--- config.mk ---
export PLATFORM = sky130hd
export DESIGN_NAME = trace_port_serializer_flat
export DESIGN_NICKNAME = d
export VERILOG_FILES = /design/src/rtl/trace_port_serializer_if.sv /design/src/rtl/trace_port_serializer.sv /design/src/flat_wrapper.sv
export SDC_FILE = /design/constraint.sdc
export NUM_CORES = 1
export LEC_CHECK = 0
export BUFFER_PORTS_ARGS = -buffer_cell sky130_fd_sc_hd__clkbuf_2
export CELL_PAD_IN_SITES_DETAIL_PLACEMENT = 0
export CELL_PAD_IN_SITES_GLOBAL_PLACEMENT = 1
export CORE_UTILIZATION = 51
export CTS_CLUSTER_SIZE = 40
export DETAILED_ROUTE_END_ITERATION = 10
export PLACE_DENSITY_LB_ADDON = 0.1
export SYNTH_ARGS = -nofsm -noshare
export SYNTH_HDL_FRONTEND = slang
export SYNTH_SLANG_ARGS = --single-unit
--- constraint.sdc ---
create_clock -name clk -period 26.1 [get_ports clk]
set_input_delay 1.305 -clock clk [delete_from_list [all_inputs] [get_ports clk]]
set_output_delay 1.305 -clock clk [all_outputs]
set_load 0.1 [all_outputs]
--- src/rtl/trace_port_serializer_if.sv ---
`default_nettype none
// ============================================================================
//  Module      : trace_port_serializer_if
//  Description : Record-side trace port between trace_port_serializer and the
//                debug/trace subsystem. One instruction record per handshake,
//                plus the sticky overflow status.
//  Revision    : 1.0  initial release
// ============================================================================
interface trace_port_serializer_if;
    logic        tr_valid;
    logic        tr_ready;
    logic [1:0]  tr_lane;
    logic [31:0] tr_insn;
    logic [31:0] tr_addr;
    logic        tr_exc;
    logic        tr_intr;
    logic [4:0]  tr_ecause;
    logic [31:0] tr_tval;
    logic        tr_last;
    logic        tr_ovf;
    logic [15:0] tr_drop_cnt;

    // Serializer side: produces records, observes sink readiness.
    modport master (
        output tr_valid, tr_lane, tr_insn, tr_addr, tr_exc, tr_intr,
               tr_ecause, tr_tval, tr_last, tr_ovf, tr_drop_cnt,
        input  tr_ready
    );

    // Trace sink side: consumes records, drives readiness.
    modport slave (
        input  tr_valid, tr_lane, tr_insn, tr_addr, tr_exc, tr_intr,
               tr_ecause, tr_tval, tr_last, tr_ovf, tr_drop_cnt,
        output tr_ready
    );
endinterface
`default_nettype wire

--- src/rtl/trace_port_serializer.sv ---
`default_nettype none
// ============================================================================
//  Module      : trace_port_serializer
//  Description : Captures non-empty 3-lane retire packets from the core into a
//                DEPTH-entry FIFO and replays the valid lanes one record at a
//                time on a valid/ready trace port. Packets arriving while the
//                FIFO is full (and the head is not retiring) are dropped and
//                flagged on the sticky tr_ovf.
//                Optional feature macro: RV_TRACE_DROP_CNT_EN builds the
//                saturating 16-bit dropped-packet counter on tr_drop_cnt.
//  Revision    : 1.0  initial release
// ============================================================================
module trace_port_serializer #(
    parameter int DEPTH = 4
) (
    input  wire logic        clk,
    input  wire logic        rst_l,
    input  wire logic [2:0]  trace_rv_i_valid_ip,
    input  wire logic [95:0] trace_rv_i_insn_ip,
    input  wire logic [95:0] trace_rv_i_address_ip,
    input  wire logic [2:0]  trace_rv_i_exception_ip,
    input  wire logic [2:0]  trace_rv_i_interrupt_ip,
    input  wire logic [4:0]  trace_rv_i_ecause_ip,
    input  wire logic [31:0] trace_rv_i_tval_ip,
    input  wire logic        trace_clr,
    trace_port_serializer_if.master tr_if
);
    localparam int AW = $clog2(DEPTH);
    localparam int CW = AW + 1;

    // Packet storage (data only; emptiness is tracked by cnt_q)
    logic [2:0]  mem_valid_q [DEPTH];
    logic [95:0] mem_insn_q  [DEPTH];
    logic [95:0] mem_addr_q  [DEPTH];
    logic [2:0]  mem_exc_q   [DEPTH];
    logic [2:0]  mem_intr_q  [DEPTH];
    logic [4:0]  mem_ecause_q[DEPTH];
    logic [31:0] mem_tval_q  [DEPTH];

    logic [AW-1:0] wr_ptr_q, wr_ptr_d;
    logic [AW-1:0] rd_ptr_q, rd_ptr_d;
    logic [CW-1:0] cnt_q, cnt_d;
    logic [2:0]    done_q, done_d;   // lanes of the head packet already sent
    logic          ovf_q, ovf_d;

    logic          empty, full, hs, pop, push_req, push, drop;
    logic [2:0]    rem, rem_low;
    logic [1:0]    lane;
    logic          last;
    logic [31:0]   insn_sel, addr_sel;
    logic          exc_sel, intr_sel;

    assign empty    = (cnt_q == '0);
    assign full     = (cnt_q == CW'(DEPTH));
    assign rem      = mem_valid_q[rd_ptr_q] & ~done_q;
    assign rem_low  = rem & (~rem + 3'd1);
    assign last     = (rem != 3'd0) && ((rem & (rem - 3'd1)) == 3'd0);
    assign hs       = !empty && tr_if.tr_ready;
    assign pop      = hs && last;
    assign push_req = (trace_rv_i_valid_ip != 3'd0);
    // A full FIFO still accepts when the head vacates its slot this cycle.
    assign push     = push_req && (!full || pop);
    assign drop     = push_req && !push;

    // Head lane selection: lowest lane still pending in the head packet
    always_comb begin
        lane = 2'd2;
        if (rem[0])      lane = 2'd0;
        else if (rem[1]) lane = 2'd1;
        insn_sel = '0;
        addr_sel = '0;
        exc_sel  = 1'b0;
        intr_sel = 1'b0;
        case (lane)
            2'd0: begin
                insn_sel = mem_insn_q[rd_ptr_q][31:0];
                addr_sel = mem_addr_q[rd_ptr_q][31:0];
                exc_sel  = mem_exc_q[rd_ptr_q][0];
                intr_sel = mem_intr_q[rd_ptr_q][0];
            end
            2'd1: begin
                insn_sel = mem_insn_q[rd_ptr_q][63:32];
                addr_sel = mem_addr_q[rd_ptr_q][63:32];
                exc_sel  = mem_exc_q[rd_ptr_q][1];
                intr_sel = mem_intr_q[rd_ptr_q][1];
            end
            default: begin
                insn_sel = mem_insn_q[rd_ptr_q][95:64];
                addr_sel = mem_addr_q[rd_ptr_q][95:64];
                exc_sel  = mem_exc_q[rd_ptr_q][2];
                intr_sel = mem_intr_q[rd_ptr_q][2];
            end
        endcase
    end

    // Output record: everything derives from flops, so it holds under stall
    always_comb begin
        tr_if.tr_valid  = !empty;
        tr_if.tr_lane   = '0;
        tr_if.tr_insn   = '0;
        tr_if.tr_addr   = '0;
        tr_if.tr_exc    = 1'b0;
        tr_if.tr_intr   = 1'b0;
        tr_if.tr_ecause = '0;
        tr_if.tr_tval   = '0;
        tr_if.tr_last   = 1'b0;
        if (!empty) begin
            tr_if.tr_lane = lane;
            tr_if.tr_insn = insn_sel;
            tr_if.tr_addr = addr_sel;
            tr_if.tr_exc  = exc_sel;
            tr_if.tr_intr = intr_sel;
            tr_if.tr_last = last;
            if (exc_sel || intr_sel) begin
                tr_if.tr_ecause = mem_ecause_q[rd_ptr_q];
                tr_if.tr_tval   = mem_tval_q[rd_ptr_q];
            end
        end
    end
    assign tr_if.tr_ovf = ovf_q;

    // Next-state for pointers, occupancy, head lane progress and overflow
    always_comb begin
        wr_ptr_d = wr_ptr_q;
        rd_ptr_d = rd_ptr_q;
        cnt_d    = cnt_q;
        done_d   = done_q;
        ovf_d    = ovf_q;
        if (trace_clr) begin
            wr_ptr_d = '0;
            rd_ptr_d = '0;
            cnt_d    = '0;
            done_d   = '0;
            ovf_d    = 1'b0;
        end else begin
            if (push) wr_ptr_d = wr_ptr_q + AW'(1);
            if (pop)  rd_ptr_d = rd_ptr_q + AW'(1);
            cnt_d = cnt_q + CW'(push) - CW'(pop);
            // Clearing done on pop makes the next entry start with its full mask.
            if (pop)     done_d = '0;
            else if (hs) done_d = done_q | rem_low;
            if (drop) ovf_d = 1'b1;
        end
    end

    // Control state registers
    always_ff @(posedge clk or negedge rst_l) begin
        if (!rst_l) begin
            wr_ptr_q <= '0;
            rd_ptr_q <= '0;
            cnt_q    <= '0;
            done_q   <= '0;
            ovf_q    <= 1'b0;
        end else begin
            wr_ptr_q <= wr_ptr_d;
            rd_ptr_q <= rd_ptr_d;
            cnt_q    <= cnt_d;
            done_q   <= done_d;
            ovf_q    <= ovf_d;
        end
    end

    // Packet storage write; unread slots are masked by occupancy so no reset
    always_ff @(posedge clk) begin
        if (push && !trace_clr) begin
            mem_valid_q [wr_ptr_q] <= trace_rv_i_valid_ip;
            mem_insn_q  [wr_ptr_q] <= trace_rv_i_insn_ip;
            mem_addr_q  [wr_ptr_q] <= trace_rv_i_address_ip;
            mem_exc_q   [wr_ptr_q] <= trace_rv_i_exception_ip;
            mem_intr_q  [wr_ptr_q] <= trace_rv_i_interrupt_ip;
            mem_ecause_q[wr_ptr_q] <= trace_rv_i_ecause_ip;
            mem_tval_q  [wr_ptr_q] <= trace_rv_i_tval_ip;
        end
    end

`ifdef RV_TRACE_DROP_CNT_EN
    logic [15:0] drop_cnt_q, drop_cnt_d;

    // Saturating dropped-packet counter
    always_comb begin
        drop_cnt_d = drop_cnt_q;
        if (trace_clr)
            drop_cnt_d = '0;
        else if (drop && (drop_cnt_q != 16'hFFFF))
            drop_cnt_d = drop_cnt_q + 16'd1;
    end

    // Drop counter register
    always_ff @(posedge clk or negedge rst_l) begin
        if (!rst_l) drop_cnt_q <= '0;
        else        drop_cnt_q <= drop_cnt_d;
    end

    assign tr_if.tr_drop_cnt = drop_cnt_q;
`else
    assign tr_if.tr_drop_cnt = '0;
`endif

endmodule
`default_nettype wire
--- src/flat_wrapper.sv ---
// flat-port wrapper written by rule: the top's interface ports become plain ports
module trace_port_serializer_flat 
#(
    parameter int DEPTH = 4
)
  (clk, rst_l, trace_rv_i_valid_ip, trace_rv_i_insn_ip, trace_rv_i_address_ip, trace_rv_i_exception_ip, trace_rv_i_interrupt_ip, trace_rv_i_ecause_ip, trace_rv_i_tval_ip, trace_clr, tr_if_tr_valid, tr_if_tr_lane, tr_if_tr_insn, tr_if_tr_addr, tr_if_tr_exc, tr_if_tr_intr, tr_if_tr_ecause, tr_if_tr_tval, tr_if_tr_last, tr_if_tr_ovf, tr_if_tr_drop_cnt, tr_if_tr_ready);
  trace_port_serializer_if tr_if_i ();
  input  wire logic clk;
  input  wire logic rst_l;
  input  wire logic [2:0] trace_rv_i_valid_ip;
  input  wire logic [95:0] trace_rv_i_insn_ip;
  input  wire logic [95:0] trace_rv_i_address_ip;
  input  wire logic [2:0] trace_rv_i_exception_ip;
  input  wire logic [2:0] trace_rv_i_interrupt_ip;
  input  wire logic [4:0] trace_rv_i_ecause_ip;
  input  wire logic [31:0] trace_rv_i_tval_ip;
  input  wire logic trace_clr;
  output wire logic [$bits(tr_if_i.tr_valid)-1:0] tr_if_tr_valid;
  output wire logic [$bits(tr_if_i.tr_lane)-1:0] tr_if_tr_lane;
  output wire logic [$bits(tr_if_i.tr_insn)-1:0] tr_if_tr_insn;
  output wire logic [$bits(tr_if_i.tr_addr)-1:0] tr_if_tr_addr;
  output wire logic [$bits(tr_if_i.tr_exc)-1:0] tr_if_tr_exc;
  output wire logic [$bits(tr_if_i.tr_intr)-1:0] tr_if_tr_intr;
  output wire logic [$bits(tr_if_i.tr_ecause)-1:0] tr_if_tr_ecause;
  output wire logic [$bits(tr_if_i.tr_tval)-1:0] tr_if_tr_tval;
  output wire logic [$bits(tr_if_i.tr_last)-1:0] tr_if_tr_last;
  output wire logic [$bits(tr_if_i.tr_ovf)-1:0] tr_if_tr_ovf;
  output wire logic [$bits(tr_if_i.tr_drop_cnt)-1:0] tr_if_tr_drop_cnt;
  input wire logic [$bits(tr_if_i.tr_ready)-1:0] tr_if_tr_ready;
  assign tr_if_tr_valid = tr_if_i.tr_valid;
  assign tr_if_tr_lane = tr_if_i.tr_lane;
  assign tr_if_tr_insn = tr_if_i.tr_insn;
  assign tr_if_tr_addr = tr_if_i.tr_addr;
  assign tr_if_tr_exc = tr_if_i.tr_exc;
  assign tr_if_tr_intr = tr_if_i.tr_intr;
  assign tr_if_tr_ecause = tr_if_i.tr_ecause;
  assign tr_if_tr_tval = tr_if_i.tr_tval;
  assign tr_if_tr_last = tr_if_i.tr_last;
  assign tr_if_tr_ovf = tr_if_i.tr_ovf;
  assign tr_if_tr_drop_cnt = tr_if_i.tr_drop_cnt;
  assign tr_if_i.tr_ready = tr_if_tr_ready;
  trace_port_serializer #(.DEPTH(DEPTH)) u_core (.clk(clk), .rst_l(rst_l), .trace_rv_i_valid_ip(trace_rv_i_valid_ip), .trace_rv_i_insn_ip(trace_rv_i_insn_ip), .trace_rv_i_address_ip(trace_rv_i_address_ip), .trace_rv_i_exception_ip(trace_rv_i_exception_ip), .trace_rv_i_interrupt_ip(trace_rv_i_interrupt_ip), .trace_rv_i_ecause_ip(trace_rv_i_ecause_ip), .trace_rv_i_tval_ip(trace_rv_i_tval_ip), .trace_clr(trace_clr), .tr_if(tr_if_i));
endmodule
# Yosys cells after proc, flatten, opt, wreduce, memory -nomap -nowiden
# Memory sizes are Yosys's and may differ from the RTL's.
# Cells that the tools add are included.
[word_totals]
latchBits = 0
output_inout_bits = 124
n_memories = 7
wordCells = 75
register_bits = 11
ram_bits = 952
mem_bits_ro = 0
input_bits = 242
[mem_list]
columns = ["name", "words", "width", "rd", "rd_ports_with_merged_regs", "wr", "line", "text"]
rows = [
  ["u_core.mem_addr_q", 4, 96, 1, 0, 1, "trace_port_serializer.sv:34", "logic [95:0] mem_addr_q [DEPTH];"],
  ["u_core.mem_insn_q", 4, 96, 1, 0, 1, "trace_port_serializer.sv:33", "logic [95:0] mem_insn_q [DEPTH];"],
  ["u_core.mem_tval_q", 4, 32, 1, 0, 1, "trace_port_serializer.sv:38", "logic [31:0] mem_tval_q [DEPTH];"],
  ["u_core.mem_ecause_q", 4, 5, 1, 0, 1, "trace_port_serializer.sv:37", "logic [4:0] mem_ecause_q[DEPTH];"],
  ["u_core.mem_exc_q", 4, 3, 1, 0, 1, "trace_port_serializer.sv:35", "logic [2:0] mem_exc_q [DEPTH];"],
  ["u_core.mem_intr_q", 4, 3, 1, 0, 1, "trace_port_serializer.sv:36", "logic [2:0] mem_intr_q [DEPTH];"],
  ["1 more memories", "n/a", "n/a", "n/a", "n/a", "n/a", "n/a", ""],
]
[classes]
n_mux = 28
div = 0
n_bitwise = 6
addsub = 6
eq_ne = 2
shifts = 0
reduce_logical = 21
magnitude_cmp = 0
n_mul = 0
[ops]
columns = ["cell", "n"]
rows = [
  ["$mux W32", 4],
  ["$pmux W32 S2", 2],
  ["$mux W2", 7],
  ["$mux W3", 4],
  ["$mux W5", 2],
  ["$and A3 B3 Y3", 3],
  ["$reduce_bool A3 Y1", 3],
  ["$mux W1", 7],
  ["$logic_and A1 B1 Y1", 6],
  ["$logic_not A3 Y1", 2],
  ["$not A3 Y3", 2],
  ["$reduce_bool A2 Y1", 3],
  ["$add A2 B1 Y2 const B", 2],
  ["$logic_not A1 Y1", 4],
  ["$pmux W1 S2", 2],
  ["$add A3 B1 Y3", 1],
  ["$add A3 B1 Y3 const B", 1],
  ["$eq A3 B3 Y1 const B", 1],
  ["$or A3 B3 Y3", 1],
  ["$sub A3 B1 Y3", 1],
  ["$sub A3 B1 Y3 const B", 1],
  ["$eq A2 B1 Y1 const B", 1],
  ["$logic_not A2 Y1", 1],
  ["$logic_or A1 B1 Y1", 2],
]

# Depth between registers and ports, before layout
[depth]
word_depth = 13
depth_mapped = 15
depth_no_buf = 13

# Worst setup path after synthesis
# No wires, ideal clock.
[synth_path]
kind = "input -> register"
start = "in tr_if_tr_ready"
end = "mem u_core.mem_addr_q[0][0], enable pin"
t_required_ns = 24.923
stages = 5
path_buffers = 0
t_arrival_ns = 19.045
setup_ns = 1.177
slack_ns = 5.878
path_cell_list = "o31ai_1 nor2_1 a41oi_1 o21a_1 nor3b_1"
[synth_between]
elab_chain_cells = 7
[synth_rtl]
columns = ["item", "line", "text"]
rows = [
  ["start: declaration", "flat_wrapper.sv:29", "input wire logic [$bits(tr_if_i.tr_ready)-1:0] tr_if_tr_ready;"],
  ["$logic_and A1 B1 Y1", "trace_port_serializer.sv:58", "assign hs = !empty && tr_if.tr_ready;"],
  ["$logic_and A1 B1 Y1", "trace_port_serializer.sv:59", "assign pop = hs && last;"],
  ["$logic_or A1 B1 Y1", "trace_port_serializer.sv:62", "assign push = push_req && (!full || pop);"],
  ["$logic_and A1 B1 Y1", "trace_port_serializer.sv:62", ""],
  ["$logic_and A1 B1 Y1", "trace_port_serializer.sv:165", "if (push && !trace_clr) begin"],
  ["$mux W1", "trace_port_serializer.sv:165", ""],
  ["$mux W1 (implied by the code)", "trace_port_serializer.sv:168", "mem_addr_q [wr_ptr_q] <= trace_rv_i_address_ip;"],
  ["end: declaration", "trace_port_serializer.sv:34", ""],
]
# Every way passes these cells.

# Worst setup path after layout
[layout_path]
start = "reg u_core.rd_ptr_q[1]"
end = "out tr_if_tr_insn[8]"
[layout_between]
elab_chain_cells = 7
elab_cells_between_ends = 9
cone_classes = "eq/ne (1); mux (4); bitwise (1); reduce/logical (1); memory (2)"
[layout_rtl]
columns = ["item", "line", "text"]
rows = [
  ["start: declaration", "trace_port_serializer.sv:41", "logic [AW-1:0] rd_ptr_q, rd_ptr_d;"],
  ["start signal: assignment", "trace_port_serializer.sv:156", "rd_ptr_q <= rd_ptr_d;"],
  ["$mem_v2 Z4 W3", "n/a", ""],
  ["$and A3 B3 Y3", "trace_port_serializer.sv:55", "assign rem = mem_valid_q[rd_ptr_q] & ~done_q;"],
  ["$mux W2", "trace_port_serializer.sv:69", "else if (rem[1]) lane = 2'd1;"],
  ["$mux W2", "trace_port_serializer.sv:68", "if (rem[0]) lane = 2'd0;"],
  ["$eq A2 B1 Y1 or $logic_not A2 Y1 (tied branches)", "trace_port_serializer.sv:74", "case (lane)"],
  ["$pmux W32 S2 (*)", "trace_port_serializer.sv:74", ""],
  ["$mux W32 (*)", "trace_port_serializer.sv:107", "if (!empty) begin"],
  ["end: declaration", "flat_wrapper.sv:20", "output wire logic [$bits(tr_if_i.tr_insn)-1:0] tr_if_tr_insn;"],
]
# Every way passes the cells marked *; elsewhere a longest branch is shown, timed or not.

==> results.md <==
* Initial Utilization at 0.516
* Worst min path class: flop to flop
* Crit path required time at 24.79 ns
* Share of cells above drive strength 1 at 0.362
* Clock power share at 0.270
* Count leader, synth: edfxtp_1
* PwrDens at about 120 nW/um^2
* Int Pwr at roughly 0.0032 W
* Worst-margin pin slew at 1.20 ns
* Vias per cell at 5.71
* Die width at between 200 and 300 um
* # DRC at 0
* Synth cell count leaders: edfxtp_1, mux4_2, nand2_1, nor2_1, a311oi_1
* RD Place Congestion at 0.732
* Final min period at 6.69 ns
* Most common cell type on the critical path: buf_4
* Clk Latency, worst-skew pair at 0.65 ns
* FF+latch count, synth at 963
* Worst slew margin at 0.200
* FMAX at 150 MHz
* Leakage at around 14 nW
* Num rows at 98
* Number of global-route vias before repair at ~18,000
* Nets at 2,319
* Die area at 73,500 um^2
* RSZ-0062 raised after global routing: no
* DRT iter0 DRCs at 1,131
* Bufs on Longest Clock Path at 3
* Final hold violation count at 0
* Final Power at 0.00526 W
* P&R area growth vs syn at 16.4%
* Max-Cap Viols at 0
* PortBufs at 349
* CTS buffer count at slightly below 100
* Wire per inst at roughly 25 um
* I/O pin count at between 300 and 400
* First-pass GRT wire length at 116,000 um
* Placed Instances at 2,921
* Post-synth EDFFs at 952
* HPWL Detailed at 43,200 um
* Synth warn at 0
* Global route overflow at 0
* Reg2reg path depth at 9
* CP max stage delay at 1.00 ns
* Mapped Area at 36,900 um^2
* Worst Setup Start Kind: flop
* Setup Crit Path Kind: flop to output port
* DRT antenna net count at 0
* CP max stage cell: dfrtp_4
* Crit share post-route at 0.256
* # setup viols final at 0
* Top_reg_cell synth: edfxtp_1
* Net Sw Power at ~0.0021 W
* Worst-path fanout max at 70
* Layout Cells excl Fill at roughly 3,100
* Critical Path Start: u_core.rd_ptr_q[1]$_DFFE_PN0P_
* Library cells used by synthesis at 47
* Die height at roughly 270 um
* Critical-path cell list: buf_4 > mux4_2 > and2_4 > buf_4 > nand2_1 > a311oi_1 > clkbuf_2
* Final core area utilization at 0.600
* Synth Instances at 1,699
* H-tree depth at 3
* Gr usage total at 0.212
* Initial antenna violation count at 25
* Syn_area_per_cell at 21.7 um^2
* Hold-fix buffers, CTS at 0
* Combinational share of power at 0.350
* Sw Share at 0.395
* Status: complete, no violations
* Largest net degree at the start of global routing at 151
* Cts repair resizes at 0
* Number of post-CTS setup repair buffers at 0
* CP Data Arrival Time at 5.38 ns
* Total number of vias at 17,800
* Max-slew violation total from the final report at 0
* Critical Path Sink Type: output port
* Part of the power in registers at 0.380
* Synth area leader: edfxtp_1
* Origin of the critical flop-to-flop path: u_core.rd_ptr_q[1]$_DFFE_PN0P_
* Post-synth top area share at 0.774
* CTS sink cnt at 963
* Register area share after synthesis at 0.781
* CTS Root Buffer Type: clkbuf_16
* Core footprint at 71,600 um^2
* Hold path startpoint: u_core.tr_if.tr_ovf$_DFFE_PN0P_
* Hold_ws at between 0.5 and 0.6 ns
* Routed wire length at just under 80,000 um
* Area contributors post-synth: edfxtp_1, mux4_2, a311oi_1
* CTS clk-pin slew, worst paths at 0.06 ns
* Hold depth at 2
* Max VDD drop at 138 uV
* Clock skew at 0.0154 ns
* DRT Pass-1 Iters at 5
* Fin Setup TNS at 0 ns
* CTS tree: yes
* Async set-reset flop share out of synthesis at 0.0114
==> logic make-up after synthesis <==
group,synth area share
DFF,0.781
buffers and inverters,0.0162
AOI/OAI and AO/OA,0.0204
xor gates and xnor gates,0.000711
muxes,0.146
other,0.000102
adders and majority gates,0.00257
and+or+nand+nor,0.0327
==> stage by stage <==
stage          setup slack (ns)  cell area, um^2
5_1_grt                   19.05            43000
6_report                  19.41            43000
3_5_place_dp              19.59            39700
2_1_floorplan              5.88            37000
3_3_place_gp              19.54            39700
4_1_cts                   19.22            43000
==> sequential cells by signal, summed over array words and instances, names as in the netlist <==
name                 flops
u_core.mem_ecause_q     20
u_core.mem_addr_q      384
u_core.mem_intr_q       12
u_core.mem_valid_q      12
u_core.wr_ptr_q          2
u_core.mem_exc_q        12
u_core.done_q            3
u_core.mem_tval_q      128
u_core.tr_if.tr_ovf      1
u_core.rd_ptr_q          2
u_core.cnt_q             3
u_core.mem_insn_q      384
==> layer usage <==
metal | up-vias | global-route usage | share of wire
met3 | 151 | 0.0556 | 0.065
met2 | 453 | 0.340 | 0.50
li1 | 7780 | - | -
met5 | - | 0 | 0.0030
met1 | 9335 | 0.291 | 0.41
met4 | 34 | 0.0596 | 0.023
==> layout make-up <==
class                   count  area [um^2]
diodes                      8         20.0
fillers                  5246        28600
inverters                  11         41.3
flip-flops and latches    963        28900
well taps                 950         1190
clock inverters            58          709
repair buffers            370         1980
multi-input cells         627         7570
clock buffers             122         2590
==> final timing paths <==
kind	endpoint	slack (ns)
hold reg to reg	u_core.tr_if.tr_ovf$_DFFE_PN0P_	0.51
setup reg to reg	u_core.mem_insn_q[3][34]$_DFFE_PP_	19.70
hold / removal	u_core.tr_if.tr_ovf$_DFFE_PN0P_	0.51
max in group asynchronous	u_core.rd_ptr_q[1]$_DFFE_PN0P_	25.28
min in group asynchronous	u_core.rd_ptr_q[0]$_DFFE_PN0P_	0.55
setup / recovery	tr_if_tr_insn[8]	19.41
==> cell usage in the layout, fill, tap and decap left out, types with 3 or more instances in the layout <==
master       n
conb_1      16
nor3_1       3
clkbuf_8     3
buf_12       6
clkinv_2    19
clkbuf_1    20
a311oi_1    64
a21oi_1      4
o21a_1       3
nor2_1      73
clkbuf_16   99
nor2b_1     30
ha_1         6
clkinv_4     3
nor2b_2     10
edfxtp_1   952
buf_4       15
inv_1       10
nand3_1      3
nor3b_2      4
dfrtp_1      9
bufinv_16   15
diode_2      8
clkbuf_2   349
nand2_1    132
nand2b_1     5
mux4_2     238
clkinv_1    14
o31ai_1      3
and2_1       4
==> power by group through the flow <==
| stage | clock (W) | combinational (W) | sequential (W) |
|---|---|---|---|
| global placement | 0 | 0.00187 | 0.00202 |
| finish | 0.00142 | 0.00184 | 0.00200 |
| CTS | 0.00146 | 0.00187 | 0.00200 |
| detailed placement | 0 | 0.00187 | 0.00203 |
| global route | 0.00151 | 0.00193 | 0.00202 |
| floorplan | 0 | 0.00149 | 0.00215 |
==> worst max-delay path: cells and delay by family, from the launching register on <==
family | cells | cell delay (ns)
AO/OA/AOI/OAI | 1 | 0.50
flip-flops | 1 | 1.00
multiplexers | 1 | 0.46
buffers and inverters | 3 | 2.25
AND/OR/NAND/NOR | 2 | 0.47
Power figures use the tool's default switching activity.
